File: src/rtl/alu_pkg.sv
// Shared ALU datapath definitions: write-op encodings and default data width.
package alu_pkg;

    localparam int unsigned WIDTH_DEF = 4;
    localparam int unsigned OP_W      = 3;

    localparam logic [OP_W-1:0] OP_HOLD = 3'b000;
    localparam logic [OP_W-1:0] OP_LOAD = 3'b001;
    localparam logic [OP_W-1:0] OP_CLR  = 3'b010;
    localparam logic [OP_W-1:0] OP_SHL  = 3'b011;
    localparam logic [OP_W-1:0] OP_SHR  = 3'b100;
    localparam logic [OP_W-1:0] OP_INC  = 3'b101;
    localparam logic [OP_W-1:0] OP_DEC  = 3'b110;
    localparam logic [OP_W-1:0] OP_RSVD = 3'b111;

endpackage

File: src/rtl/reg_bank_alu_op.sv
// Combinational next-value and carry for one register-bank entry under a write op.
module reg_bank_alu_op
    import alu_pkg::*;
#(
    parameter int unsigned WIDTH = WIDTH_DEF
) (
    input  logic [OP_W-1:0]  op,
    input  logic [WIDTH-1:0] cur,
    input  logic [WIDTH-1:0] din,
    output logic [WIDTH-1:0] nxt_c,
    output logic             carry_c,
    output logic             carry_en_c
);

    // Decode op; only shift and inc/dec touch the carry flag, everything else holds it.
    always_comb begin
        nxt_c      = cur;
        carry_c    = 1'b0;
        carry_en_c = 1'b0;
        case (op)
            OP_LOAD: nxt_c = din;
            OP_CLR:  nxt_c = '0;
            OP_SHL: begin
                nxt_c      = {cur[WIDTH-2:0], din[0]};
                carry_c    = cur[WIDTH-1];
                carry_en_c = 1'b1;
            end
            OP_SHR: begin
                nxt_c      = {din[0], cur[WIDTH-1:1]};
                carry_c    = cur[0];
                carry_en_c = 1'b1;
            end
            OP_INC: begin
                nxt_c      = cur + WIDTH'(1);
                carry_c    = &cur;
                carry_en_c = 1'b1;
            end
            OP_DEC: begin
                nxt_c      = cur - WIDTH'(1);
                carry_c    = ~|cur;
                carry_en_c = 1'b1;
            end
            default: nxt_c = cur;
        endcase
    end

endmodule

File: src/rtl/reg_bank.sv
// Operand register bank: one write port with in-place ALU ops, two registered
// read ports with write-first bypass, registered carry flag.
module reg_bank
    import alu_pkg::*;
#(
    parameter int unsigned WIDTH = WIDTH_DEF,
    parameter int unsigned DEPTH = 4,
    localparam int unsigned AW = $clog2(DEPTH)
) (
    input  logic             clk,
    input  logic             clr_n,
    input  logic             sclr,
    input  logic             we,
    input  logic [2:0]       op,
    input  logic [AW-1:0]    waddr,
    input  logic [WIDTH-1:0] D_in,
    input  logic             re,
    input  logic [AW-1:0]    raddr_a,
    input  logic [AW-1:0]    raddr_b,
    output logic [WIDTH-1:0] D_out_a,
    output logic [WIDTH-1:0] D_out_b,
    output logic             rvalid,
    output logic             carry_out
);

    logic [WIDTH-1:0] mem [DEPTH];

    logic             waddr_ok_c;
    logic             wr_hit_c;
    logic [WIDTH-1:0] cur_c;
    logic [WIDTH-1:0] nxt_c;
    logic             carry_c;
    logic             carry_en_c;
    logic [WIDTH-1:0] rd_a_c;
    logic [WIDTH-1:0] rd_b_c;

    // Write-port qualification; an out-of-range index suppresses the write entirely.
    always_comb begin
        waddr_ok_c = 32'(waddr) < DEPTH;
        wr_hit_c   = we && waddr_ok_c && !sclr;
        cur_c      = waddr_ok_c ? mem[waddr] : '0;
    end

    reg_bank_alu_op #(
        .WIDTH (WIDTH)
    ) u_alu_op (
        .op         (op),
        .cur        (cur_c),
        .din        (D_in),
        .nxt_c      (nxt_c),
        .carry_c    (carry_c),
        .carry_en_c (carry_en_c)
    );

    // Read muxes: out-of-range reads 0, same-index write returns the post-op value.
    always_comb begin
        rd_a_c = '0;
        rd_b_c = '0;
        if (32'(raddr_a) < DEPTH) begin
            rd_a_c = (wr_hit_c && raddr_a == waddr) ? nxt_c : mem[raddr_a];
        end
        if (32'(raddr_b) < DEPTH) begin
            rd_b_c = (wr_hit_c && raddr_b == waddr) ? nxt_c : mem[raddr_b];
        end
    end

    // Storage and carry flag: async reset, then sync clear, then the write op.
    always_ff @(posedge clk or negedge clr_n) begin
        if (!clr_n) begin
            for (int i = 0; i < int'(DEPTH); i++) begin
                mem[i] <= '0;
            end
            carry_out <= 1'b0;
        end else if (sclr) begin
            for (int i = 0; i < int'(DEPTH); i++) begin
                mem[i] <= '0;
            end
            carry_out <= 1'b0;
        end else if (wr_hit_c) begin
            mem[waddr] <= nxt_c;
            if (carry_en_c) begin
                carry_out <= carry_c;
            end
        end
    end

    // Registered read ports; data holds when no read is issued.
    always_ff @(posedge clk or negedge clr_n) begin
        if (!clr_n) begin
            D_out_a <= '0;
            D_out_b <= '0;
            rvalid  <= 1'b0;
        end else begin
            rvalid <= re;
            if (re) begin
                D_out_a <= sclr ? '0 : rd_a_c;
                D_out_b <= sclr ? '0 : rd_b_c;
            end
        end
    end

endmodule

File: config.mk
export PLATFORM = sky130hd
export DESIGN_NAME = reg_bank
export DESIGN_NICKNAME = d
export VERILOG_FILES = /design/src/rtl/alu_pkg.sv /design/src/rtl/reg_bank_alu_op.sv /design/src/rtl/reg_bank.sv
export SDC_FILE = /design/constraint.sdc
export NUM_CORES = 1
export LEC_CHECK = 0
export BUFFER_PORTS_ARGS = -buffer_cell sky130_fd_sc_hd__buf_2
export CORE_MARGIN = 2
export CORE_UTILIZATION = 48
export CTS_CLUSTER_SIZE = 25
export DETAILED_ROUTE_END_ITERATION = 12
export PLACE_DENSITY = 0.77
export SLEW_MARGIN = 0
export SYNTH_ARGS = -nofsm -noshare
export SYNTH_HDL_FRONTEND = slang
export SYNTH_SLANG_ARGS = --single-unit
File: constraint.sdc
create_clock -name clk -period 2.9 [get_ports clk]
set_input_delay 0 -clock clk [delete_from_list [all_inputs] [get_ports clk]]
set_output_delay 0 -clock clk [all_outputs]
set_load 0.05 [all_outputs]
# == After elaboration in Yosys (flattened, before gate mapping) ==
# Index checks and enable logic that the tools add are counted.
# totals
output_inout_bits,10
latch_bits,0
input_bits,18
n_memories,0
wordCells,61
ramBits,0
romBits,0
ff_bits,26
# classes
div_mod_pow,0
shifts,0
mux,24
reduce_logical,12
n_addsub,2
n_eq_ne,8
magnitude_cmp,4
multipliers,0
n_bitwise,3
# op_table
operator,count
2-to-1 mux 4 bit,11
2-to-1 mux 16 bit,2
binary-select mux 4 bit (select 2 bit),3
case mux 4 bit (6 select lines),1
bitwise mux 16 bit,1
"equality test 3 bit, second input constant",3
"greater-or-equal comparator 3 bit, second input constant",3
inverter 2 -> 3 bit,3
demux 4 bit (select 2 bit),1
OR reduction 4 bit,2
"equality test 3 x 2 -> 1 bit, second input constant",2
"adder 4 x 1 -> 4 bit, second input constant",1
equality test 2 bit,2
logical AND 1 bit,4
2-to-1 mux 1 bit,4
case mux 1 bit (4 select lines),1
AND reduction 4 bit,1
nonzero test 2 bit,2
"subtractor 4 x 1 -> 4 bit, second input constant",1
"equality test 3 x 1 -> 1 bit, second input constant",1
"less-than comparator 3 x 1 -> 1 bit, second input constant",1
logical NOT 1 bit,2
AND reduction 2 bit,1

# == Logic depth before layout (Yosys ltp) ==
# Gate-level depths: netlist (run 1).
# logic_depth
depth_word,10
depth_mapped,9
ltp_nobuf,8

# == Cells and area by module ==
# A second synthesis (run 1) with hierarchy kept.
# unflattened
cells_unflattened,200
area_unflattened_um2,2090.8
# by_module_without_submodules
mod,instances,area_per_inst_um2,cells_each
reg_bank,1,1651.6,137
reg_bank_alu_op,1,439.2,63

# == Worst setup path after synthesis (run 1) ==
# Ideal clock, no wire load.
# synth_timing
path_type,reg2reg
start,reg mem[2] (netlist bit)
end,reg mem[11] (netlist bit)
path_stages_with_launch,8
setup_ns,0.121
t_arrival_ns,2.361
required_ns,2.779
setup_slack_ns,0.418
path_cell_list,dfrtp_1 > mux4_2 > ha_1 > and3_1 > a221oi_1 > a211oi_1 > o31a_1 > a22o_1
# synth_via
elab_chain_len,8
# synth_rtl
element,line_no,source
from (decl),reg_bank.sv:26,logic [WIDTH-1:0] mem [DEPTH];
"from (signal, indexed assignment)",reg_bank.sv:80,mem[waddr] <= nxt_c;
binary-select mux 4 bit (select 2 bit) (*),reg_bank.sv:41,cur_c = waddr_ok_c ? mem[waddr] : '0;
2-to-1 mux 4 bit (implied by the code) (*) (2 in series),reg_bank.sv:41,
subtractor 4 x 1 -> 4 bit or adder 4 x 1 -> 4 bit (tied branches),"reg_bank_alu_op.sv:39, reg_bank_alu_op.sv:34",
case mux 4 bit (6 select lines) (*),reg_bank_alu_op.sv:20,case (op)
bitwise mux 16 bit (*),reg_bank.sv:80,
2-to-1 mux 16 bit (*),reg_bank.sv:79,end else if (wr_hit_c) begin
2-to-1 mux 16 bit (*),reg_bank.sv:74,end else if (sclr) begin
# Mark *: on every way between the ends. The rest lies on a longest branch, timed or not. The select of a mux whose other input is x is not followed.
# A chain may end at the register's enable or synchronous reset.

# == Worst setup path after layout (run 1) ==
# Ends and elaborated chain as after synthesis.

==> results of run 1 <==
[timing repair]
action,4_1_cts,5_1_grt
hold endpoints to repair,27,0
hold buffers,2,0
resized for setup,0,0
[placed cells by master (no fill, tap or decap), types with 2 or more instances in the layout]
master / count
buf_2: 27
dfrtp_1: 26
mux4_2: 12
a22o_1: 12
inv_1: 11
o21ai_0: 11
mux2i_1: 9
nand2b_1: 6
nand2_1: 6
nor2_1: 6
a31oi_1: 5
nor3_1: 5
o22ai_1: 5
xor2_1: 5
a32o_1: 4
clkbuf_8: 4
nand3b_1: 3
a211oi_1: 3
nand3_1: 3
a21oi_1: 3
buf_4: 3
a21o_1: 2
xnor2_1: 2
mux2_4: 2
nor2b_1: 2
nor3_2: 2
nor4_1: 2
o22a_1: 2
a41o_1: 2
ha_1: 2
dlygate4sd3_1: 2
[metal layers]
layer  GRT usage, %  vias up  part of all wire [%]
met1           29.3      766                    42
met3           4.67       15                   7.7
met2           37.5       78                    48
li1               -      751                     -
met4           7.40        0                   2.3
met5              0        -                     0
[flip-flops by register name, indices dropped and copies added (netlist names)]
name and count:
carry_out 1, D_out_b 4, rvalid 1, D_out_a 4, mem 16
[power by group through the flow]
| stage | clock (mW) | combinational [mW] | sequential, mW |
|---|---|---|---|
| detailed placement | 0 | 0.195 | 0.391 |
| finish | 0.234 | 0.198 | 0.384 |
| CTS | 0.241 | 0.198 | 0.384 |
| floorplan | 0 | 0.121 | 0.410 |
| global route | 0.257 | 0.217 | 0.386 |
| global placement | 0 | 0.194 | 0.390 |
[cell families after synthesis]
kind of cell | Yosys count
multiplexers | 24
buffers and inverters | 19
AND/OR/NAND/NOR | 44
XOR/XNOR | 7
AO/OA/AOI/OAI | 53
flip-flops | 26
adder cells (fa/ha/maj) | 3
[worst register-to-register path, stage by stage (launching register included)]
cell	delay (ps)
dfrtp_1	410
mux4_2	560
ha_1	380
and3_1	180
a221oi_1	320
a211oi_1	170
o31a_1	350
a22o_1	220
[final timing paths]
kind                             from    endpoint  cells after the start
setup / recovery               mem[2]     mem[11]                      7
hold / removal                   sclr   carry_out                      2
setup reg to reg               mem[2]     mem[11]                      7
hold reg to reg            D_out_b[1]  D_out_b[1]                      2
max in group asynchronous       clr_n      mem[1]                      2
min in group asynchronous       clr_n  D_out_a[0]                      2
[area by class of cell]
class                      count  area, µm²  area share [%]
multi-input combinational    131       1170            54.2
clock buffer                   4       55.1            2.55
timing repair buffer          32        178            8.24
sequential                    26        651            30.2
tap                           50       62.6            2.90
inverter                      11       41.3            1.91
[per-stage QoR]
stage               instances  area, µm²  util [%]
finish                    254       2160      54.7
floorplan                 176       1950         -
global placement          248       2080      52.8
CTS                       254       2160      54.7
detailed placement        248       2080      52.8
global route              254       2160      54.7
==> key figures, run 1 <==
Synth
  • Synth Area in XOR/XNOR: 3.14%
  • EDFF count, synth: 0
  • Unique masters post-synth: 46
  • Synth Register Bits: 26
  • Adder-cell share of the synthesized area: 2.31%
  • Largest family of logic cells by synthesized area: multiplexers
  • Most used DFF post-synth: dfrtp_1
  • Async S/R FF share, synth: 100%
  • Leading area contributor after synthesis: dfrtp_1
  • Syn Nets: 197
  • Mean area per synthesized cell: 11.1 µm²
  • Synth area leaders: dfrtp_1 33%, mux4_2 14%, a22o_1 5.4%
  • Yosys warning count: 0
  • Simple-Gate Fraction of Synth Area: 13.1%
  • Compound-Gate Fraction of Synth Area: 20.1%
  • Count leader, synth: dfrtp_1
  • Synth top area share: 33.4%
  • Cells after Synth: 176
  • Seq/Total Area, Yosys: 33.4%
  • Post-synth top cells: 26 x dfrtp_1, 12 x a22o_1, 12 x mux4_2
  • Mapped Area: 1950 µm²
  • Post-synthesis mux area share: 21.3%

CTS
  • CTS Buffer Depth: 2
  • CTS tree: yes
  • # clock sinks: 26
  • Num CTS Buffers: 3
  • H-tree levels: 1
  • Worst-path clk slew: 90 ps
  • CTS root buf: clkbuf_8
  • # Post-CTS Setup Buffers: 0
  • Clk Latency, worst-skew pair: 270 ps

Timing
  • Final Cycle Share: 92.4%
  • RSZ-0062 raised after global routing: false
  • Clock skew: 3.24 ps
  • Fin. max-slew vios: 0
  • Final min period: 2680 ps
  • Setup Viol. Count Final: 0
  • Max Fclk: 0.373 GHz
  • Endpoints failing hold: 0
  • WHS: 11.6 ps
  • Worst Max-Slew Pin Slew: 643 ps
  • Final WS setup: 220 ps
  • Worst relative slew slack: 56.8%
  • Fin Setup TNS: 0 ps

GRT
  • GR Util All Layers: 22.6%
  • Initial antenna violation count: 0
  • Number of global-route vias before repair: 1,516
  • Grt total ovfl: 0
  • Largest net degree at the start of global routing: 27
  • Global-route wire length before repair: 7.42 mm

Die
  • Row count: 23
  • Io pins: 28
  • Core area: 3940 µm²
  • Chip height: 67.7 µm
  • Die W: 67.7 µm
  • DIE AREA: 4590 µm²
  • Starting Density: 49.5%

Detailed routing
  • Vias per Instance: 6.34
  • Detailed-route via count: 1,610
  • Post-route ant nets: 0
  • Number of remaining DRC errors: 0
  • Drt wl/cell: 18.0 µm
  • DRT iter0 DRCs: 123
  • 1st-pass router iterations: 4
  • Detailed Route WL: 4.58 mm

Worst hold path
  • Hold crit path type: input port to flip-flop

Setup path
  • Crit-path leading delay family: compound AO/OA/AOI/OAI gates
  • Critical-path top delay cell: mux4_2
  • Crit path max fanout: 6
  • R2R Setup Slk: 220 ps
  • Largest stage delay, worst path: 560 ps
  • CP arrival: 2850 ps
  • Crit path buf inv count: 0
  • CP Class: flip-flop to flip-flop
  • Crit path capture type: flip-flop
  • Startpoint types: flip-flop
  • Worst EP required: 3070 ps
  • Worst path cell trace: mux4_2, ha_1, and3_1, a221oi_1, a211oi_1, o31a_1, a22o_1

Layout
  • # diodes: 0
  • Fill cell count: 338
  • Fin nets: 226
  • Share of cells above drive strength 1: 26.0%
  • Layout area overhead: 10.6%

Pwr
  • Clk network pwr share: 28.7%
  • Gate power share: 24.3%
  • Peak VDD IR: 0.000329 V
  • Sw frac: 30.1%
  • Internal: 0.570 mW
  • NetSw: 0.246 mW
  • Final Power: 0.816 mW
  • LEAKAGE: 0.960 nW
  • Flop pwr share: 47.0%
  • Pwr per Cell Area: 378 nW/µm²

Place
  • Dpl ws: 223 ps
  • Port buffer count: 27
  • HPWL after DPL: 3.51 mm
  • Routability cong.: 0.886

Status
  • Run status: completed

Job
  • # Max-Cap Violations: 0
(Power assumes the default switching activity.)
==> run 2, diff against run 1 <==
--- a/config.mk
+++ b/config.mk
@@ -7,10 +7,10 @@
 export LEC_CHECK = 0
 export BUFFER_PORTS_ARGS = -buffer_cell sky130_fd_sc_hd__buf_2
 export CORE_MARGIN = 2
-export CORE_UTILIZATION = 48
+export CORE_UTILIZATION = 39
 export CTS_CLUSTER_SIZE = 25
 export DETAILED_ROUTE_END_ITERATION = 12
-export PLACE_DENSITY = 0.77
+export PLACE_DENSITY = 0.66
 export SLEW_MARGIN = 0
 export SYNTH_ARGS = -nofsm -noshare
 export SYNTH_HDL_FRONTEND = slang
==> run 2 against run 1 <==
  * Sequential cell count stayed put
  * Clock skew is 7.8 ps higher
  * Clock-buffer cell count shrank 1
  * Fmax increased by 0.67%
  * Worst setup slack better by 18 ps
  * Critical path depth unchanged
  * Global-route usage shrank 3.9 points
==> key figures, run 2 (synthesized netlist as in run 1, its figures left out) <==
Setup path
  • CP arrival: 2840 ps
  • Crit path capture type: flip-flop
  • Critical-path top delay cell: mux4_2
  • Worst EP required: 3070 ps
  • Largest stage delay, worst path: 550 ps
  • R2R Path End: mem[11]
  • Startpoint types: flip-flop
  • CP Class: flip-flop to flip-flop
  • Crit path max fanout: 6
  • Crit path to: mem[11]
  • Worst setup path start: mem[2]
  • Worst path cell trace: mux4_2, ha_1, and3_1, a221oi_1, a211oi_1, o31a_1, a22o_1
  • Reg-to-Reg Start: mem[2]
  • R2R Setup Slk: 240 ps
  • Worst r2r path cells: 7

Layout
  • Largest Register: mem
  • # diodes: 0
  • Finished Cell Area: 2200 µm²
  • Layout area overhead: 13.0%
  • Max FFs per register: 16
  • Most common cell after layout, fill and taps aside: buf_2
  • Highest-count cells in the layout ignoring fill and taps: 27 x buf_2, 26 x dfrtp_1, 12 x mux4_2, 12 x a22o_1
  • Area of the multi-input gates: 1170 µm²
  • Fill cell count: 453
  • Seq. cell area: 651 µm²
  • Fin nets: 227
  • Largest regs: mem: 16 flops, D_out_a: 4 flops, D_out_b: 4 flops
  • Share of cells above drive strength 1: 25.9%

CTS
  • Hold Buf Count CTS: 3
  • CTS tree: yes
  • H-tree levels: 1
  • Num CTS Buffers: 3
  • CTS root buf: clkbuf_8
  • # clock sinks: 26
  • Post-CTS Resized: 0
  • # Post-CTS Setup Buffers: 0
  • Clk Latency, worst-skew pair: 280 ps
  • Worst-path clk slew: 100 ps
  • CTS Buffer Depth: 2

Die
  • Die W: 74.7 µm
  • Io pins: 28
  • Core area: 4790 µm²
  • DIE AREA: 5580 µm²
  • Row count: 25
  • Chip height: 74.7 µm
  • Starting Density: 40.8%

GRT
  • GR Util All Layers: 18.7%
  • Number of global-route vias before repair: 1,500
  • Largest net degree at the start of global routing: 27
  • Initial antenna violation count: 0
  • Global-route wire length before repair: 7.78 mm
  • Grt total ovfl: 0

Pwr
  • Clk network pwr share: 34.0%
  • Flop pwr share: 43.4%
  • Peak VDD IR: 0.000346 V
  • NetSw: 0.252 mW
  • Gate power share: 22.7%
  • Pwr per Cell Area: 402 nW/µm²
  • Sw frac: 28.4%
  • Internal: 0.635 mW
  • LEAKAGE: 0.971 nW

Detailed routing
  • Detailed Route WL: 4.84 mm
  • DRT iter0 DRCs: 111
  • Detailed-route via count: 1,593
  • Number of remaining DRC errors: 0
  • 1st-pass router iterations: 4
  • Post-route ant nets: 0
  • Vias per Instance: 5.86
  • Drt wl/cell: 17.8 µm

Timing
  • Clock skew: 11.0 ps
  • Fin Setup TNS: 0 ps
  • Max Fclk: 0.376 GHz
  • WHS: 131 ps
  • Endpoints failing hold: 0
  • Final Cycle Share: 91.8%
  • Fin. max-slew vios: 0
  • RSZ-0062 raised after global routing: false
  • Setup Viol. Count Final: 0
  • Worst Max-Slew Pin Slew: 703 ps
  • Worst relative slew slack: 52.8%
  • Final min period: 2660 ps

Status
  • Run status: completed

Worst hold path
  • Hold crit path type: input port to flip-flop

Place
  • Placement Cell Area: 2100 µm²
  • HPWL after DPL: 3.71 mm
  • Routability cong.: 0.873
  • Port buffer count: 27

Job
  • # Max-Cap Violations: 0
==> run 2: cell count changes in the layout (fill, tap and decap cells not counted), sizes merged <==
cell,delta
bufinv,+1
dlygate4sd3,+1
clkbuf,-1
==> run 2: cell type report <==
type                       instances  area share [%]
clock inverter                     1            1.36
timing repair buffer              33            8.51
tap                               67            3.80
multi-input combinational        131            53.1
sequential                        26            29.5
clock buffer                       3            1.87
inverter                          11            1.87
==> run 2: worst max-delay path: cells and delay by family, from the launching register on <==
family	cells	cell delay, ps
and+or+nand+nor	1	180
adders and majority gates	1	370
DFF	1	410
muxes	1	550
AOI/OAI and AO/OA	4	1060
==> run 2: layer usage <==
| metal | GRT usage, % | wire length [µm] | vias to the layer above |
|---|---|---|---|
| li1 | - | - | 745 |
| met1 | 26.3 | 2170 | 775 |
| met2 | 30.0 | 2280 | 63 |
| met3 | 3.35 | 281 | 10 |
| met4 | 4.96 | 108 | 0 |
| met5 | 0 | 0 | - |
==> run 2: worst min path at each step <==
stage	from	endpoint	slack, ps	cells past startpoint
floorplan	clr_n	D_out_a[0]	-300	0
global placement	clr_n	mem[9]	30	1
detailed placement	clr_n	mem[13]	30	1
CTS	we	carry_out	130	3
global route	we	carry_out	160	3
finish	we	carry_out	130	3
==> run 2: stage by stage <==
step | instances | worst slack (ps) | power, mW | util [%]
detailed placement | 265 | 249 | 0.589 | 43.9
global placement | 265 | 307 | 0.588 | 43.9
CTS | 272 | 238 | 0.892 | 46.1
floorplan | 176 | 418 | 0.531 | -
finish | 272 | 238 | 0.887 | 46.1
global route | 272 | 80.2 | 0.928 | 46.1
==> run 2: power by group through the flow <==
stage          registers [mW]  logic, mW  clock network, mW
3_5_place_dp            0.391      0.197                  0
2_1_floorplan           0.410      0.121                  0
3_3_place_gp            0.390      0.197                  0
4_1_cts                 0.384      0.201              0.307
6_report                0.384      0.201              0.301
5_1_grt                 0.386      0.219              0.323
==> run 3, diff against run 2 <==
--- a/config.mk
+++ b/config.mk
@@ -10,7 +10,7 @@
 export CORE_UTILIZATION = 39
 export CTS_CLUSTER_SIZE = 25
 export DETAILED_ROUTE_END_ITERATION = 12
-export PLACE_DENSITY = 0.66
+export PLACE_DENSITY = 0.54
 export SLEW_MARGIN = 0
 export SYNTH_ARGS = -nofsm -noshare
 export SYNTH_HDL_FRONTEND = slang
==> run 3 against run 2 <==
  * Register-to-register slack worse by 80 ps
  * Worst setup slack worse by 81 ps
  * Utilization down 0.21 points
==> key figures, run 3 (synthesized netlist as in run 1, its figures left out) <==
Setup path
  • Crit path max fanout: 6
  • Critical-path top delay cell: mux4_2
  • CP arrival: 2910 ps
  • Worst EP required: 3070 ps
  • CP Class: flip-flop to flip-flop
  • Crit path buf inv count: 0
  • Worst path cell trace: mux4_2, ha_1, and3_1, a221oi_1, a211oi_1, o31a_1, a22o_1
  • Largest stage delay, worst path: 560 ps
  • Crit path capture type: flip-flop
  • Startpoint types: flip-flop
  • Crit-path leading delay family: compound AO/OA/AOI/OAI gates

Pwr
  • Gate power share: 22.6%
  • NetSw: 0.255 mW
  • Pwr per Cell Area: 405 nW/µm²
  • Sw frac: 28.7%
  • Peak VDD IR: 0.000247 V
  • Internal: 0.634 mW
  • Clk network pwr share: 34.2%
  • Flop pwr share: 43.2%
  • LEAKAGE: 0.967 nW

Timing
  • Final Cycle Share: 94.6%
  • Clock skew: 7.49 ps
  • Final WS setup: 157 ps
  • Worst relative slew slack: 50.8%
  • Endpoints failing hold: 0
  • RSZ-0062 raised after global routing: false
  • Setup Viol. Count Final: 0
  • WHS: 11.6 ps
  • Fin. max-slew vios: 0
  • Fin Setup TNS: 0 ps
  • Max Fclk: 0.365 GHz
  • Final min period: 2740 ps
  • Worst Max-Slew Pin Slew: 733 ps

Die
  • Starting Density: 40.8%
  • Io pins: 28
  • Die W: 74.7 µm
  • Core area: 4790 µm²
  • Chip height: 74.7 µm
  • DIE AREA: 5580 µm²
  • Row count: 25

CTS
  • H-tree levels: 1
  • # Post-CTS Setup Buffers: 0
  • CTS tree: yes
  • Post-CTS Resized: 0
  • Clk Latency, worst-skew pair: 280 ps
  • CTS root buf: clkbuf_8
  • # clock sinks: 26
  • CTS Buffer Depth: 2
  • Hold Buf Count CTS: 2
  • Worst-path clk slew: 90 ps
  • Num CTS Buffers: 3

Detailed routing
  • Detailed Route WL: 4.98 mm
  • Post-route ant nets: 0
  • Detailed-route via count: 1,599
  • Number of remaining DRC errors: 0
  • 1st-pass router iterations: 4
  • DRT iter0 DRCs: 120
  • Drt wl/cell: 18.4 µm
  • Vias per Instance: 5.90

Layout
  • Final Non-Filler Cells: 271
  • Fin util: 45.9%
  • Share of cells above drive strength 1: 26.0%
  • Layout area overhead: 12.5%
  • # diodes: 0
  • Max FFs per register: 16
  • Fin nets: 226
  • Largest Register: mem
  • Highest-count cells in the layout ignoring fill and taps: 27 x buf_2, 26 x dfrtp_1, 12 x mux4_2, 12 x a22o_1
  • Most common cell after layout, fill and taps aside: buf_2
  • Largest regs: mem: 16 flops, D_out_a: 4 flops, D_out_b: 4 flops

GRT
  • Global-route wire length before repair: 7.97 mm
  • GR Util All Layers: 19.0%
  • Grt total ovfl: 0
  • Number of global-route vias before repair: 1,576
  • Largest net degree at the start of global routing: 27
  • Initial antenna violation count: 0

Job
  • # Max-Cap Violations: 0

Status
  • Run status: completed

Worst hold path
  • Hold crit path type: input port to flip-flop

Place
  • Port buffer count: 27
  • Dpl cells: 265
  • Dpl ws: 199 ps
  • Routability cong.: 0.880
  • HPWL after DPL: 3.91 mm
-- run 3: cell types whose count changed in the layout (fill, tap and decap cells not counted), sizes merged --
cell         previous run  this run
dlygate4sd3             3         2
-- run 3: stage by stage --
stage / power, mW / area (µm²)
floorplan: 0.531 / 1950
global placement: 0.587 / 2100
detailed placement: 0.590 / 2100
CTS: 0.896 / 2190
global route: 0.928 / 2190
finish: 0.889 / 2190
-- run 3: metal layers --
layer / wire length, µm / vias up / track usage (%)
met3: 309 / 5 / 2.81
met1: 2150 / 790 / 26.1
met4: 27 / 0 / 3.37
met5: 0 / - / 0
met2: 2490 / 57 / 32.5
li1: - / 747 / -
-- run 3: area by class of cell --
cell class              instances  area [µm²]
clock inverters                 1        30.0
repair buffers                 32         178
clock buffers                   3        41.3
flip-flops and latches         26         651
fillers                       468        2590
inverters                      11        41.3
well taps                      67        83.8
multi-input cells             131        1170
-- run 3: path summary, 6_finish.rpt --
path	from	end	slack, ps	cells after the start
max	mem[2]	mem[15]	160	7
min	sclr	carry_out	10	2
max reg2reg	mem[2]	mem[15]	160	7
min reg2reg	D_out_a[1]	D_out_a[1]	530	2
max in group asynchronous	clr_n	D_out_b[2]	2260	2
min in group asynchronous	clr_n	mem[12]	250	2
-- run 3: power by group through the flow --
| stage | Sequential, mW | Clock [mW] | Combinational (mW) |
|---|---|---|---|
| floorplan | 0.410 | 0 | 0.121 |
| global placement | 0.390 | 0 | 0.197 |
| detailed placement | 0.391 | 0 | 0.198 |
| CTS | 0.384 | 0.311 | 0.201 |
| global route | 0.386 | 0.323 | 0.218 |
| finish | 0.384 | 0.305 | 0.201 |
